===== src/rtl/mailbox_sender.sv =====
// Register-bus initiator that posts one message into a mailbox: writes the letters,
// rings the receiver doorbell, waits for the receiver's acknowledge and clears it.
package mailbox_sender_pkg;
    typedef struct packed {
        logic [31:0] addr;
        logic        write;
        logic [31:0] wdata;
        logic [3:0]  wstrb;
        logic        valid;
    } reg_req_t;

    typedef struct packed {
        logic [31:0] rdata;
        logic        error;
        logic        ready;
    } reg_rsp_t;
endpackage

module mailbox_sender #(
    parameter type                  reg_req_t    = mailbox_sender_pkg::reg_req_t,
    parameter type                  reg_rsp_t    = mailbox_sender_pkg::reg_rsp_t,
    parameter int unsigned          AddrWidth    = 32,
    parameter int unsigned          NumLetters   = 2,
    parameter logic [AddrWidth-1:0] MboxBase     = '0,
    parameter logic [7:0]           LetterOffset = 8'h20,
    parameter logic [7:0]           RcvSetOffset = 8'h10,
    parameter logic [7:0]           SndClrOffset = 8'h08,
    parameter int unsigned          AckTimeout   = 1024
) (
    input  logic                     clk_i,
    input  logic                     rst_i,
    input  logic                     send_valid_i,
    output logic                     send_ready_o,
    input  logic [7:0]               mbox_id_i,
    input  logic [32*NumLetters-1:0] letters_i,
    input  logic                     snd_irq_i,
    output logic                     busy_o,
    output logic                     done_o,
    output logic                     err_o,
    output reg_req_t                 reg_req_o,
    input  reg_rsp_t                 reg_rsp_i
);

    typedef enum logic [2:0] {
        IDLE,
        WR_LETTER,
        RING,
        WAIT_ACK,
        CLR_ACK,
        DONE,
        ERR
    } state_e;

    localparam logic [4:0]  LastIdx     = 5'(NumLetters - 1);
    localparam logic [31:0] TimeoutLast = 32'(AckTimeout - 1);

    state_e                  state;
    reg_req_t                req_q;
    logic [7:0]              mbox_q;
    logic [32*NumLetters-1:0] letters_q;
    logic [4:0]              letter_idx;
    logic [31:0]             wait_cnt;
    logic                    unused_rdata;

    function automatic logic [AddrWidth-1:0] mbox_addr(input logic [7:0] id,
                                                       input logic [7:0] off);
        return MboxBase + (AddrWidth'(id) << 8) + AddrWidth'(off);
    endfunction

    function automatic reg_req_t write_req(input logic [AddrWidth-1:0] addr,
                                           input logic [31:0] data);
        reg_req_t r;
        r       = '0;
        r.addr  = addr;
        r.write = 1'b1;
        r.wdata = data;
        r.wstrb = 4'hF;
        r.valid = 1'b1;
        return r;
    endfunction

    // Letters are consumed from the bottom of letters_q, which shifts down one word per beat.
    always_ff @(posedge clk_i or posedge rst_i) begin
        if (rst_i) begin
            state      <= IDLE;
            req_q      <= '0;
            mbox_q     <= '0;
            letters_q  <= '0;
            letter_idx <= '0;
            wait_cnt   <= '0;
        end else begin
            case (state)
                IDLE: begin
                    if (send_valid_i) begin
                        mbox_q     <= mbox_id_i;
                        letters_q  <= letters_i >> 32;
                        letter_idx <= '0;
                        req_q      <= write_req(mbox_addr(mbox_id_i, LetterOffset), letters_i[31:0]);
                        state      <= WR_LETTER;
                    end
                end
                WR_LETTER: begin
                    if (reg_rsp_i.ready) begin
                        if (reg_rsp_i.error) begin
                            req_q <= '0;
                            state <= ERR;
                        end else if (letter_idx == LastIdx) begin
                            req_q <= write_req(mbox_addr(mbox_q, RcvSetOffset), 32'h1);
                            state <= RING;
                        end else begin
                            letter_idx  <= letter_idx + 5'd1;
                            req_q.addr  <= req_q.addr + AddrWidth'(4);
                            req_q.wdata <= letters_q[31:0];
                            letters_q   <= letters_q >> 32;
                        end
                    end
                end
                RING: begin
                    if (reg_rsp_i.ready) begin
                        req_q    <= '0;
                        wait_cnt <= '0;
                        state    <= reg_rsp_i.error ? ERR : WAIT_ACK;
                    end
                end
                WAIT_ACK: begin
                    // The ack is a level, so one already pending is taken on the first cycle here.
                    if (snd_irq_i) begin
                        req_q <= write_req(mbox_addr(mbox_q, SndClrOffset), 32'h1);
                        state <= CLR_ACK;
                    end else if (AckTimeout != 0 && wait_cnt == TimeoutLast) begin
                        state <= ERR;
                    end else begin
                        wait_cnt <= wait_cnt + 32'd1;
                    end
                end
                CLR_ACK: begin
                    if (reg_rsp_i.ready) begin
                        req_q <= '0;
                        state <= reg_rsp_i.error ? ERR : DONE;
                    end
                end
                DONE:    state <= IDLE;
                ERR:     state <= IDLE;
                default: state <= IDLE;
            endcase
        end
    end

    assign send_ready_o = (state == IDLE);
    assign busy_o       = (state != IDLE);
    assign done_o       = (state == DONE);
    assign err_o        = (state == ERR);
    assign reg_req_o    = req_q;
    assign unused_rdata = ^reg_rsp_i.rdata;

endmodule


===== config.mk =====
export PLATFORM = sky130hd
export DESIGN_NAME = mailbox_sender
export DESIGN_NICKNAME = d
export VERILOG_FILES = /design/src/rtl/mailbox_sender.sv
export SDC_FILE = /design/constraint.sdc
export NUM_CORES = 1
export LEC_CHECK = 0
export ABC_AREA = 1
export CAP_MARGIN = 20
export CORE_MARGIN = 2
export CORE_UTILIZATION = 55
export DETAILED_ROUTE_END_ITERATION = 8
export PLACE_DENSITY = 0.86
export SLEW_MARGIN = 40
export SYNTH_ARGS = -nofsm -noshare
export SYNTH_HDL_FRONTEND = slang
export SYNTH_SLANG_ARGS = --single-unit

===== constraint.sdc =====
create_clock -name clk_i -period 10.8 [get_ports clk_i]
set_clock_uncertainty 0.2 [all_clocks]
set_input_delay 1.62 -clock clk_i [delete_from_list [all_inputs] [get_ports clk_i]]
set_output_delay 1.62 -clock clk_i [all_outputs]
set_load 0.005 [all_outputs]

## Word-level counts from Yosys, hierarchy flattened

Cells that the tools add are included.

| cells by class | value |
|---|---|
| $add $sub $neg | 6 |
| $mul | 0 |
| divide/modulo/power cells | 0 |
| order comparisons | 0 |
| equal/unequal tests | 20 |
| shifts and indexed selects | 0 |
| multiplexer cells | 35 |
| bitwise operators | 0 |
| reduce and logical (&&, ||, !) cells | 12 |

Operator list:

| cell | count |
|---|---|
| 70-bit 2-to-1 mux | 5 |
| 70-bit case mux with 4 select lines | 1 |
| 64-bit 2-to-1 mux | 4 |
| 32-bit 2-to-1 mux | 5 |
| 64-bit case mux with 2 select lines | 1 |
| 32-bit case mux with 2 select lines | 1 |
| 32-bit by 1-bit adder with 32-bit output (second input constant) | 1 |
| 32-bit by 3-bit adder with 32-bit output (second input constant) | 1 |
| 32-bit by 10-bit == test with 1-bit output (second input constant) | 1 |
| 3-bit 2-to-1 mux | 9 |
| 5-bit 2-to-1 mux | 5 |
| 2-bit != test (second input constant) | 9 |
| 16-bit by 4-bit adder with 17-bit output (second input constant) | 1 |
| 16-bit by 5-bit adder with 17-bit output (second input constant) | 1 |
| 16-bit by 6-bit adder with 17-bit output (second input constant) | 1 |
| 3-bit case mux with 5 select lines | 1 |
| 6-bit AND reduction | 2 |
| 5-bit case mux with 2 select lines | 1 |
| 5-bit AND reduction | 2 |
| 3-bit == test (second input constant) | 3 |
| 3-bit by 2-bit == test with 1-bit output (second input constant) | 2 |
| 3-bit != test (second input constant) | 2 |
| 5-bit by 1-bit adder with 5-bit output (second input constant) | 1 |
| 5-bit by 1-bit == test with 1-bit output (second input constant) | 1 |
| 11 further kinds | 12 |

| word-level totals | value |
|---|---|
| flip-flop bits (word level) | 182 |
| latch bits | 0 |
| bits in writable memories | 0 |
| memory bits (read-only) | 0 |
| bits of input ports | 110 |
| output and inout port bits | 74 |
| logic and storage cells | 83 |
| memories | 0 |

## Depth between registers and ports, before layout

| depth | value |
|---|---|
| word-level depth | 5 |
| mapped depth | 12 |
| mapped depth without buffers | 11 |

## Worst setup path before layout

No wires, ideal clock.

| timing | value |
|---|---|
| path type | in2reg |
| start point | in send_valid_i |
| end point | reg req_q, in the netlist reg_req_o[58] |
| library setup time | 120 ps |
| arrival | 2786 ps |
| required time | 10480 ps |
| path slack | 7694 ps |
| stages | 8 |
| buffers on the path | 2 |
| path through | clkbuf_1 nand3b_1 nand3_1 nor2_8 buf_6 nand3_2 o21ai_0 nor2_1 |

| on the way | value |
|---|---|
| longest elaborated chain between the ends | 2 |

Ends and longest elaborated chain:

| what | RTL line | source |
|---|---|---|
| from (decl) | 32 | `input logic send_valid_i,` |
| 2-bit != test (no line) | -- |  |
| 5-bit AND reduction (no line) | -- |  |
| to (signal assigned) | 98 | `req_q <= write_req(mbox_addr(mbox_id_i, LetterOffset), letters_i[31:0]);` |
| to (signal assigned) | 108 | `req_q <= write_req(mbox_addr(mbox_q, RcvSetOffset), 32'h1);` |
| to (signal assigned) | 128 | `req_q <= write_req(mbox_addr(mbox_q, SndClrOffset), 32'h1);` |
| to (decl) | 58 | `reg_req_t req_q;` |

No other way between the ends.
A chain may end at the register's enable or synchronous reset.

## Worst setup path after layout

Same ends and word-level chain as after synthesis.

==> results.txt <==
- Status: completed
- Register area share after synthesis: 0.4445
- For the pin with the worst max-slew slack, the measured transition is 0.7415 ns.
- Global router's overall resource usage: 0.2973
- The clock period could shrink to 4.235 ns.
- HPWL after DPL: 15580 um
* Area of placed instances: 0.009543 sq mm
- Relative slew slack: 0.5049
* Power density cells: 255.2 mW/mm^2
- Initial cell density of the core: 0.5581
- Crit path required time: 10.91 ns
* Commonest cells after routing, fill and taps aside: 307 x nand2_1, 149 x clkdlybuf4s50_1, 144 x nor2_1
- Routability Congestion: 0.9805
- After clock tree synthesis, the clock-pin slew on the worst setup and hold paths is 0.06 ns.
* Via density per instance: 5.742
- Crit. End Element: register
- Of the cells placed in the final design, the portion with a size suffix greater than 1 is 0.05297.
- Worst VDD drop: 0.1647 mV
* Final max-slew violation count: 0
* Clock root buffer: clkbuf_16
* Total CTS buffers: 17
- Crit path arrival time: 4.35 ns
- Synthesis inferred 143 register bits.
* Yosys cell types: 41
* Maximum number of pins on one net before global-route repair: 83
* Cell area after technology mapping: 0.008050 sq mm
- In the routed design, unresolved DRC markers number 0.
- Number of buffers on the longest clock path: 2
* Buffers on Ports: 149
- After detailed routing, the total wire length is 22800 um.
- Portion of total power attributed to combinational logic: 0.453
* Tightest Hold Check Type: register to register
- The share of total power dissipated in sequential elements is 0.329.
* Nets@finish: 1330
- Setup repair after global routing left no endpoint under its margin.
- CTS tree: yes
- Power share of the clock group: 0.219
* Number of hold-repair buffers added at the cts stage: 0
* Setup-failing EPs final: 0
* Clock sink count: 143
- Post-route standard cell area excluding fillers: 0.01011 sq mm
- In this run the worst path has a maximum fanout of 54.
* Width of the die: 125.0 um
- Vias in the first global route: 7661
* Drt first-iter violations: 826
- Final hold analysis gives a worst-case slack of 0.2947 ns.
- The number of antenna violations at the first check in global routing came to 0.
- Max-cap viol count: 0
- Post-CTS sizing: 0
* Layout-stage area growth over the synthesis result: 25.61%
* Worst setup path category: input pin to register
* Antenna diode count: 0
* Post-DRT Antenna Nets: 0
- The first TritonRoute pass finished after 7 iterations.
- In the final routed layout, each cell accounts on average for 16.16 um.
- The final route contains 8102 vias.
- The initialized floorplan defines 44 standard-cell rows.
- Measured along the y axis, the die boundary spans 125.0 um.
* Maximum achievable frequency: 0.2361 GHz
* Most common cell after layout, fill and taps aside: nand2_1
- Post-synthesis average cell area: 7.365 sq um
- Leakage power total: 0.004387 uW
- Wire length of the first global-routing pass: 37400 um
- The Yosys step of the flow raised 0 warnings.
* Internal portion of total power: 1513 uW
- In this run the post-CTS setup repair buffer count came out at 0.
- Cell count after synthesis: 1093
- The count of endpoints failing hold in the final timing report is 0.
- Power dissipated by switching net loads: 1068 uW
- Sw Ratio: 0.4139
* Final period utilization: 0.3922
- The die covers 0.01562 sq mm.
- Total design power: 2581 uW
* Total negative slack for setup checks: 0 ns
* Type of origin of the critical path: input pin
- The later pin in the worst-skew pair is clocked with a latency of 0.43 ns.
- Global routing finished with a remaining overflow of 0.
- After floorplanning, the core was sized to cover 0.01442 sq mm.
- 184 I/O pins were placed.
- CTS H-Tree Depth: 4
-- worst paths after layout --
| check | start | endpoint | slack, ns | depth (start not counted) |
|---|---|---|---|---|
| max | send_valid_i | reg_req_o[58] | 6.56 | 10 |
| min | letters_q[22] | letters_q[22] | 0.29 | 1 |
| max reg2reg | wait_cnt[0] | wait_cnt[3] | 7.69 | 10 |
| min reg2reg | letters_q[22] | letters_q[22] | 0.29 | 1 |
| max in group asynchronous | rst_i | reg_req_o[36] | 7.86 | 3 |
| min in group asynchronous | rst_i | reg_req_o[13] | 1.51 | 2 |
-- critical path: stages --
cell             delay, ns
clkdlybuf4s50_1       0.92
nand3b_1              0.21
nand3_1               0.18
nor2_8                0.45
buf_12                0.27
inv_6                 0.17
nor2_8                0.23
inv_2                 0.09
o21ai_0               0.09
nor2_1                0.06
-- per-stage QoR --
stage | setup WS [ns] | std cells | utilization
final | 6.565 | 1411 | 0.7011
after global routing | 6.352 | 1411 | 0.7011
after CTS | 6.608 | 1411 | 0.7006
after detailed placement | 6.161 | 1381 | 0.6616
after global placement | 5.867 | 1380 | 0.6599
after floorplan | 5.142 | 1094 | -
-- state kept, by name, indices dropped and copies added, names as in the netlist --
register    count
letters_q      32
state           3
wait_cnt       32
mbox_q          8
reg_req_o      63
letter_idx      5
-- synth_stat cells --
master | instances | area, sq um
conb_1 | 1 | 3.750
nor2_1 | 146 | 548.0
clkbuf_1 | 15 | 56.30
o31ai_1 | 3 | 22.52
a32o_1 | 15 | 150.1
nand3b_1 | 3 | 22.52
a22o_1 | 17 | 148.9
o21ai_0 | 38 | 190.2
o21ai_2 | 1 | 8.760
o21ai_1 | 23 | 115.1
inv_6 | 1 | 8.760
or2_4 | 1 | 8.760
a21oi_1 | 84 | 420.4
nand4_1 | 10 | 62.56
nand2_2 | 4 | 25.02
buf_4 | 15 | 112.6
inv_2 | 8 | 30.03
buf_1 | 1 | 3.750
o21a_1 | 1 | 7.510
xor2_1 | 16 | 140.1
nand2_1 | 307 | 1152
o22ai_1 | 1 | 6.260
inv_1 | 91 | 341.6
nor3_2 | 2 | 20.02
o21bai_1 | 2 | 15.01
nor4_1 | 1 | 6.260
nand3_1 | 78 | 390.4
and3_1 | 1 | 6.260
buf_2 | 15 | 75.07
xnor2_1 | 2 | 17.52
ha_1 | 4 | 50.05
nor3_1 | 25 | 125.1
buf_6 | 4 | 45.04
nor3b_1 | 2 | 15.01
a31oi_1 | 2 | 12.51
nor2_8 | 2 | 40.04
nand3_2 | 3 | 30.03
o211ai_1 | 1 | 7.510
nor2_4 | 1 | 11.26
or2_2 | 3 | 18.77
dfrtp_1 | 143 | 3578
-- logic make-up (layout without fill, tap and decap cells) --
| group | Yosys count | in the layout | synth area share |
|---|---|---|---|
| simple gates | 589 | 589 | 0.3084 |
| flops | 143 | 143 | 0.4445 |
| fa+ha+maj | 4 | 4 | 0.006217 |
| compound gates | 188 | 188 | 0.1372 |
| other cells | 1 | 2 | 0.0004658 |
| xor+xnor | 18 | 18 | 0.01958 |
| buf+inv | 150 | 283 | 0.08362 |
-- metal layers --
metal / up-vias / wire length (um) / track usage
li1: 3802 / - / -
met1: 3810 / 9242 / 0.3867
met2: 422 / 10970 / 0.4863
met3: 68 / 1821 / 0.05563
met4: 0 / 768 / 0.1366
met5: - / 0 / 0
-- final cells by class --
cell class | count | area [sq um]
fillers | 1148 | 4312
multi-input cells | 801 | 3817
flip-flops and latches | 143 | 3578
repair buffers | 153 | 1538
clock buffers | 19 | 452.9
inverters | 100 | 385.4
well taps | 184 | 230.2
clock inverters | 11 | 110.1
-- power groups by stage --
stage | combinational [uW] | sequential (uW) | clock, uW
2_1_floorplan | 778 | 825 | 0
5_1_grt | 1300 | 871 | 593
4_1_cts | 1170 | 845 | 567
3_3_place_gp | 1100 | 845 | 0
3_5_place_dp | 1150 | 850 | 0
6_report | 1170 | 849 | 564
No activity file was read; power rests on OpenSTA's default activity.
